$ cat src/rtl/tv_channel_ctrl.sv
// IR-driven TV channel controller: power, CH+/CH-, recall and two-digit entry.
// Drives a five-nibble BCD bundle for the 7-segment display driver.
module tv_channel_ctrl #(
    parameter int CH_MIN        = 1,
    parameter int CH_MAX        = 64,
    parameter int CH_W          = 7,
    parameter int WRAP          = 0,
    parameter int ENTRY_TIMEOUT = 50_000_000
) (
    input  logic            clk,
    input  logic            rst_n,
    input  logic [7:0]      ir_cmd,
    input  logic            ir_valid,
    output logic [19:0]     display_data,
    output logic [CH_W-1:0] channel,
    output logic            power_on,
    output logic            ch_changed
);

    localparam int AW = (CH_W + 1 > 7) ? CH_W + 1 : 7;
    localparam int TW = ($clog2(ENTRY_TIMEOUT) > 26) ? $clog2(ENTRY_TIMEOUT) : 26;

    localparam logic [1:0] S_OFF   = 2'd0;
    localparam logic [1:0] S_ON    = 2'd1;
    localparam logic [1:0] S_ENTRY = 2'd2;

    localparam logic [7:0] C_POWER  = 8'h80;
    localparam logic [7:0] C_UP     = 8'h18;
    localparam logic [7:0] C_DN     = 8'h38;
    localparam logic [7:0] C_RECALL = 8'h58;

    logic [1:0]      state, state_d;
    logic [CH_W-1:0] prev_ch, ch_d, prev_d;
    logic [3:0]      d1, d1_d;
    logic [TW-1:0]   timer, tmr_d;
    logic            chg_d;

    logic            k_pwr, k_up, k_dn, k_rcl, k_dig;
    logic            in_on, in_ent;
    logic            on_dig, ent_dig, ent_tmo;
    logic [AW-1:0]   ch_x, up_t, dn_t, dval, tgt;
    logic            load, in_rng;

    always_comb begin
        k_pwr = 1'b0;
        k_up  = 1'b0;
        k_dn  = 1'b0;
        k_rcl = 1'b0;
        k_dig = 1'b0;
        if (ir_valid) begin
            case (ir_cmd)
                C_POWER:  k_pwr = 1'b1;
                C_UP:     k_up  = 1'b1;
                C_DN:     k_dn  = 1'b1;
                C_RECALL: k_rcl = 1'b1;
                8'hD0, 8'hD1, 8'hD2, 8'hD3, 8'hD4,
                8'hD5, 8'hD6, 8'hD7, 8'hD8, 8'hD9:
                          k_dig = 1'b1;
                default: ;
            endcase
        end
    end

    assign in_on   = (state == S_ON);
    assign in_ent  = (state == S_ENTRY);
    assign on_dig  = in_on & k_dig;
    assign ent_dig = in_ent & k_dig;
    // A valid command on the timeout edge wins over the auto-commit.
    assign ent_tmo = in_ent & ~ir_valid & (timer == '0);

    assign ch_x = AW'(channel);
    assign dval = AW'(d1) * AW'(10) + AW'(ir_cmd[3:0]);

    always_comb begin
        if (channel == CH_W'(CH_MAX))
            up_t = (WRAP != 0) ? AW'(CH_MIN) : ch_x;
        else
            up_t = ch_x + AW'(1);
        if (channel == CH_W'(CH_MIN))
            dn_t = (WRAP != 0) ? AW'(CH_MAX) : ch_x;
        else
            dn_t = ch_x - AW'(1);
    end

    always_comb begin
        state_d = state;
        d1_d    = d1;
        tmr_d   = timer;
        tgt     = ch_x;
        load    = 1'b0;
        if (in_ent && timer != '0)
            tmr_d = timer - TW'(1);
        if (state == S_OFF) begin
            if (k_pwr)
                state_d = S_ON;
        end else begin
            unique case (1'b1)
                ent_dig: begin
                    tgt     = dval;
                    load    = 1'b1;
                    state_d = S_ON;
                end
                ent_tmo: begin
                    tgt     = AW'(d1);
                    load    = 1'b1;
                    state_d = S_ON;
                end
                k_pwr: state_d = S_OFF;
                k_up: begin
                    tgt     = up_t;
                    load    = 1'b1;
                    state_d = S_ON;
                end
                k_dn: begin
                    tgt     = dn_t;
                    load    = 1'b1;
                    state_d = S_ON;
                end
                k_rcl: begin
                    tgt     = AW'(prev_ch);
                    load    = 1'b1;
                    state_d = S_ON;
                end
                on_dig: begin
                    d1_d    = ir_cmd[3:0];
                    tmr_d   = TW'(ENTRY_TIMEOUT - 1);
                    state_d = S_ENTRY;
                end
                default: ;
            endcase
        end
    end

    assign in_rng = (tgt >= AW'(CH_MIN)) && (tgt <= AW'(CH_MAX));

    // Every channel update (step, recall, entry) funnels through this rule.
    always_comb begin
        ch_d   = channel;
        prev_d = prev_ch;
        chg_d  = 1'b0;
        if (load && in_rng && (tgt != ch_x)) begin
            ch_d   = CH_W'(tgt);
            prev_d = channel;
            chg_d  = 1'b1;
        end
    end

    always_ff @(posedge clk or negedge rst_n) begin
        if (!rst_n) begin
            state      <= S_OFF;
            channel    <= CH_W'(CH_MIN);
            prev_ch    <= CH_W'(CH_MIN);
            d1         <= '0;
            timer      <= '0;
            ch_changed <= 1'b0;
        end else begin
            state      <= state_d;
            channel    <= ch_d;
            prev_ch    <= prev_d;
            d1         <= d1_d;
            timer      <= tmr_d;
            ch_changed <= chg_d;
        end
    end

    logic [3:0] tens, units;

    always_comb begin
        tens = 4'd0;
        for (int i = 1; i < 10; i++)
            if (channel >= CH_W'(i * 10))
                tens = 4'(i);
        units = 4'(channel - CH_W'(10 * tens));
    end

    assign power_on = (state != S_OFF);

    always_comb begin
        case (state)
            S_OFF:   display_data = 20'h00000;
            S_ENTRY: display_data = {4'd12, 8'h00, d1, 4'd15};
            default: display_data = {4'd12, 8'h00, tens, units};
        endcase
    end

endmodule

$ cat config.mk
export PLATFORM = sky130hd
export DESIGN_NAME = tv_channel_ctrl
export DESIGN_NICKNAME = d
export VERILOG_FILES = /design/src/rtl/tv_channel_ctrl.sv
export SDC_FILE = /design/constraint.sdc
export NUM_CORES = 1
export LEC_CHECK = 0
export CAP_MARGIN = 20
export CORE_MARGIN = 5
export CORE_UTILIZATION = 47
export CTS_CLUSTER_DIAMETER = 50
export DETAILED_ROUTE_END_ITERATION = 12
export PLACE_DENSITY = 0.68
export SYNTH_ARGS = -nofsm -noshare
export SYNTH_HDL_FRONTEND = slang
export SYNTH_SLANG_ARGS = --single-unit
$ cat constraint.sdc
create_clock -name clk -period 4.4 [get_ports clk]
set_clock_uncertainty 0.1 [all_clocks]
set_input_delay 1.32 -clock clk [delete_from_list [all_inputs] [get_ports clk]]
set_output_delay 1.32 -clock clk [all_outputs]
set_load 0.1 [all_outputs]
**After elaboration in Yosys (flattened, before gate mapping)**

Cells that the tools add are included.

- Output and inout port bits: 29
- Register bits: 47
- Bits of input ports: 11
- Word-level logic and storage cells: 96

- Mux-type cells: 33
- Reductions and logical operators: 13
- $lt $le $gt $ge: 11
- Bitwise operators: 6
- Add/subtract/negate cells: 5
- $mul: 2
- Eq/ne operators: 20

Operators by type and width:

| operator | number |
|---|---|
| == test 8 bit, second input constant | 11 |
| 2-to-1 mux 26 bit | 3 |
| case mux 20 bit (2 select lines) | 1 |
| case mux 8 bit (5 select lines) | 1 |
| 2-to-1 mux 4 bit | 8 |
| zero test 26 bit | 1 |
| nonzero test 26 bit | 1 |
| subtractor 26 x 1 -> 26 bit, second input constant | 1 |
| 2-to-1 mux 8 bit | 3 |
| >= comparator 7 x 6 -> 1 bit, second input constant | 3 |
| >= comparator 7 bit, second input constant | 3 |
| >= comparator 7 x 5 -> 1 bit, second input constant | 2 |
| 2-to-1 mux 1 bit | 14 |
| OR reduction 10 bit | 1 |
| adder 7 x 1 -> 8 bit, second input constant | 1 |
| adder 8 x 4 -> 8 bit | 1 |
| == test 8 x 5 -> 1 bit, second input constant | 1 |
| == test 8 x 6 -> 1 bit, second input constant | 1 |
| == test 8 x 7 -> 1 bit, second input constant | 1 |
| >= comparator 8 x 1 -> 1 bit, second input constant | 1 |
| <= comparator 8 x 7 -> 1 bit, second input constant | 1 |
| != test 8 x 7 -> 1 bit | 1 |
| subtractor 7 x 1 -> 8 bit, second input constant | 1 |
| == test 7 x 1 -> 1 bit, second input constant | 1 |
| other kinds (18) | 27 |

**Longest topological paths before layout**

- Word-level depth: 13
- Gate-level depth with buffers: 13
- Gate-level depth less buffers: 13

**Worst setup path before layout**

Ideal clock, no wire load.

- Path type: flip-flop to output port
- From: reg channel[4]
- To: out display_data[3]
- Path buffers: 2
- Stages on the path, launching flop included: 13
- Required time: 2980 ps
- Slack: -1627 ps
- Data arrival time: 4607 ps
- Cells stage by stage: dfrtp_1 > clkbuf_1 > clkbuf_1 > nand2b_1 > a21oi_1 > a31oi_1 > o22ai_1 > ha_1 > fa_1 > xnor2_1 > xnor2_1 > xnor2_1 > a21oi_1

- Word-level cells in the longest chain between the ends: 13
- Elaborated cells on any way between the ends: 21
- Classes of those cells: add/sub (1); mul (1); order compare (9); mux (10)

Ends and longest elaborated chain:

| element | line | RTL |
|---|---|---|
| start: declaration | 15 | `output logic [CH_W-1:0] channel,` |
| start signal: assignment | 151 | `channel <= CH_W'(CH_MIN);` |
| start signal: assignment | 158 | `channel <= ch_d;` |
| >= comparator 7 x 4 -> 1 bit | 171 | `if (channel >= CH_W'(i * 10))` |
| 2-to-1 mux 1 bit | 171 |  |
| 2-to-1 mux 4 bit (7 in series) | 171 |  |
| 2-to-1 mux 4 bit (*) | 171 |  |
| multiplier 3 x 4 -> 3 bit (*) | 173 | `units = 4'(channel - CH_W'(10 * tens));` |
| subtractor 4 bit (*) | 173 |  |
| case mux 20 bit (2 select lines) (*) | 179 | `case (state)` |
| end: declaration | 14 | `output logic [19:0] display_data,` |

Every way passes the cells marked *; elsewhere a longest branch is shown, timed or not.

**Worst setup path in the final report**

- From: reg channel[0]
- To: out display_data[3]

- Word-level cells in the longest chain between the ends: 13
- Elaborated cells on any way between the ends: 21
- Classes of those cells: add/sub (1); mul (1); order compare (9); mux (10)

Ends and longest elaborated chain:

| element | line |
|---|---|
| >= comparator 7 x 4 -> 1 bit | 171 |
| 2-to-1 mux 1 bit | 171 |
| 2-to-1 mux 4 bit (8 in series) | 171 |
| multiplier 3 x 4 -> 3 bit | 173 |
| subtractor 4 bit (*) | 173 |
| case mux 20 bit (2 select lines) (*) | 179 |

Marked as above.

==> results.toml <==
[sta]
worst_pin_slew_ns = 0.970
setup_violations = 1
tns_ns = -0.101
fin_crit_ns = 4.50
slew_headroom_pct = 35.1
setup_slack_ns = -0.101
hold_violations = 0
maxSlewViolCount = 0
timing.final.crit_share_pct = 102
timing.fmax_mhz = 222
hold_ws_ns = 0.426
rsz0062_at_grt = "yes"

[clocking]
clockBufferDepth = 2
cts-hold-fix-buffers = 0
cts_buffers = 5
clock_latency_ns = 0.32
cts-root-buf = "clkbuf_8"
cts_max_level = 2
path_clk_slew_ns = 0.09
clock-sinks = 47
cts_tree = "done"

[cells_and_area]
stdcell_count = 644
final_cell_mix = "buf_4, nand2_1, dfrtp_1"
mostFrequentLayoutCell = "buf_4"
utilization_pct = 62.9
final_area_sq_mm = 0.00514
final.fill_count = 678
drive_gt1_share_pct = 30.6
layout.nets = 567
syn2layout_area_growth_pct = 30.7
n_antenna_cell = 0

[critical_path]
crit_path_cell_trace = "inv_6 > ha_4 > nor3_4 > a21oi_2 > a31oi_2 > o22ai_2 > ha_2 > fa_2 > xnor2_2 > xnor2_2 > xnor2_2 > a21oi_4 > buf_12"
ff2ff_setup_slack_ns = 0.35
path_class = "reg -> out"
timing.rr.start = "d1[0]"
crit_slowest_cell = "dfstp_4"
reg2reg_to = "prev_ch[6]"
arrival_ns = 3.08
endpoint = "display_data[3]"
cp_common_cell = "xnor2_2"
setup.worst_path.start = "channel[0]"
worstPathMaxFanout = 4
max_stage_delay_ns = 0.65
reg2regPathDepth = 14
start_kind = "register"
worstPathRequired_ns = 2.98
critPathCaptureType = "output pin"

[routing]
drc = 0
wirelength_um = 11800
drt_iter0_markers = 251
drt_first_pass_iters = 4
vias = 3795
wire_per_inst_um = 18.3
drtAntennaViolNets = 0
vias_per_cell = 5.89

[synthesis]
synth_top_cell_area_share_pct = 28.6
syn-cell-area_sq_mm = 0.00393
yosysWarningCount = 0
synth_edf_count = 0
avgSynthCellArea_sq_um = 8.85
synthCells = 444
synth_largest_area_cell = "dfrtp_1"
seq_area_frac_synth_pct = 30.0
synth-main-ff-cell = "dfrtp_1"
synth_seq_cells = 47
ys_async_sr_fraction_pct = 100
synth.top_cells.by_area = "dfrtp_1, nand2_1, ha_1, xnor2_1, a21oi_1"
synth_cell_types = 77

[status]
violations = "negative setup slack"
status = "finished, violations left"

[global_route]
grt_util_met2_pct = 37.7
grt_pass1_wl_um = 18900
grtUsageMet1_pct = 32.8
track_usage_pct = 23.2
grt_pass1_vias = 3744
grt_max_degree = 48
gr-max-usage-layer = "met2"
overflow = 0
grt_use_met3_pct = 2.89
antenna_found_initial = 0

[placed_design]
gp_congestion = 0.911
portBuffers = 29
post-place-cells = 628
place_area_sq_mm = 0.00484
dpl.hpwl_um = 9030
pre_cts_ws_ns = -0.414

[floorplanning]
die_h_um = 101
placeableCoreArea_sq_mm = 0.00818
die_width_um = 101
die-area_sq_mm = 0.0103
row_count = 33
io-pin-count = 40
initial_core_util_pct = 48.1

[hold_path]
hp-class = "reg -> reg"

[pwr]
peakVddDrop_mv = 0.214
p_per_area_mw_per_mm2 = 212
power_mw = 1.09
p_leak_nw = 2.01

[run]
timing.max_cap.violations = 0
-- worst max-delay path: cells and delay by family (launching register included) --
family          cells  cell delay (ns)
flops               1             0.65
xor+xnor            3             0.50
fa+ha+maj           3             0.76
simple gates        1             0.12
buf+inv             2             0.24
compound gates      4             0.49
-- registers in the layout, indices dropped and copies added, names as in the netlist --
signal      flops
channel         7
d1              4
timer          26
state           2
prev_ch         7
ch_changed      1
-- layer usage --
metal  vias up  wire (um)
met2       111       5660
met1      1871       5330
li1       1798          -
met4         0        127
met5         -          0
met3        15        695
-- how the worst min path moves through the flow --
stage                     from    endpoint  slack [ns]  cells after the start
floorplan           prev_ch[4]  prev_ch[4]        0.37                      1
global route         timer[15]   timer[15]        0.44                      2
CTS                  timer[15]   timer[15]        0.42                      2
detailed placement   timer[15]   timer[15]        0.39                      2
finish               timer[15]   timer[15]        0.43                      2
global placement      timer[6]    timer[6]        0.40                      2
-- area by class of cell --
| cell class | count | area [sq um] | share of cell area [%] |
|---|---|---|---|
| Clock buffer | 6 | 72.6 | 1.41 |
| Clock inverter | 2 | 16.3 | 0.317 |
| Inverter | 13 | 53.8 | 1.05 |
| Multi-Input combinational cell | 364 | 2750 | 53.6 |
| Sequential cell | 47 | 1190 | 23.3 |
| Tap cell | 105 | 131 | 2.56 |
| Timing Repair Buffer | 107 | 916 | 17.8 |
-- kinds of logic after synthesis --
| kind of cell | after synthesis | share of synthesized area [%] |
|---|---|---|
| simple gates | 183 | 26.0 |
| compound gates | 109 | 21.1 |
| flops | 47 | 30.0 |
| buf+inv | 42 | 5.28 |
| xor+xnor | 33 | 7.35 |
| fa+ha+maj | 18 | 6.30 |
| mux | 11 | 3.82 |
| other cells | 1 | 0.0954 |
-- cell usage after synthesis, drive strengths merged, types with 13 or more instances --
cell type,n
dfrtp,45
xnor2,21
clkbuf,14
a21oi,25
nor3,13
o21ai,19
ha,15
nor2,27
inv,13
nand3,20
buf,15
nand2,57
-- repair_timing --
item | CTS | global route
gates resized for setup | 7 | 18
pin swaps | 6 | 16
endpoints found under the setup margin | 10 | 15
buffers inserted | 1 | 5
cloned | 0 | 1
-- power breakdown --
| group | switching [mW] | internal (mW) | leakage (nW) |
|---|---|---|---|
| logic | 0.236 | 0.107 | 1.47 |
| clock network | 0.158 | 0.114 | 0.0418 |
| registers | 0.0201 | 0.452 | 0.501 |
(Power assumes the default switching activity.)
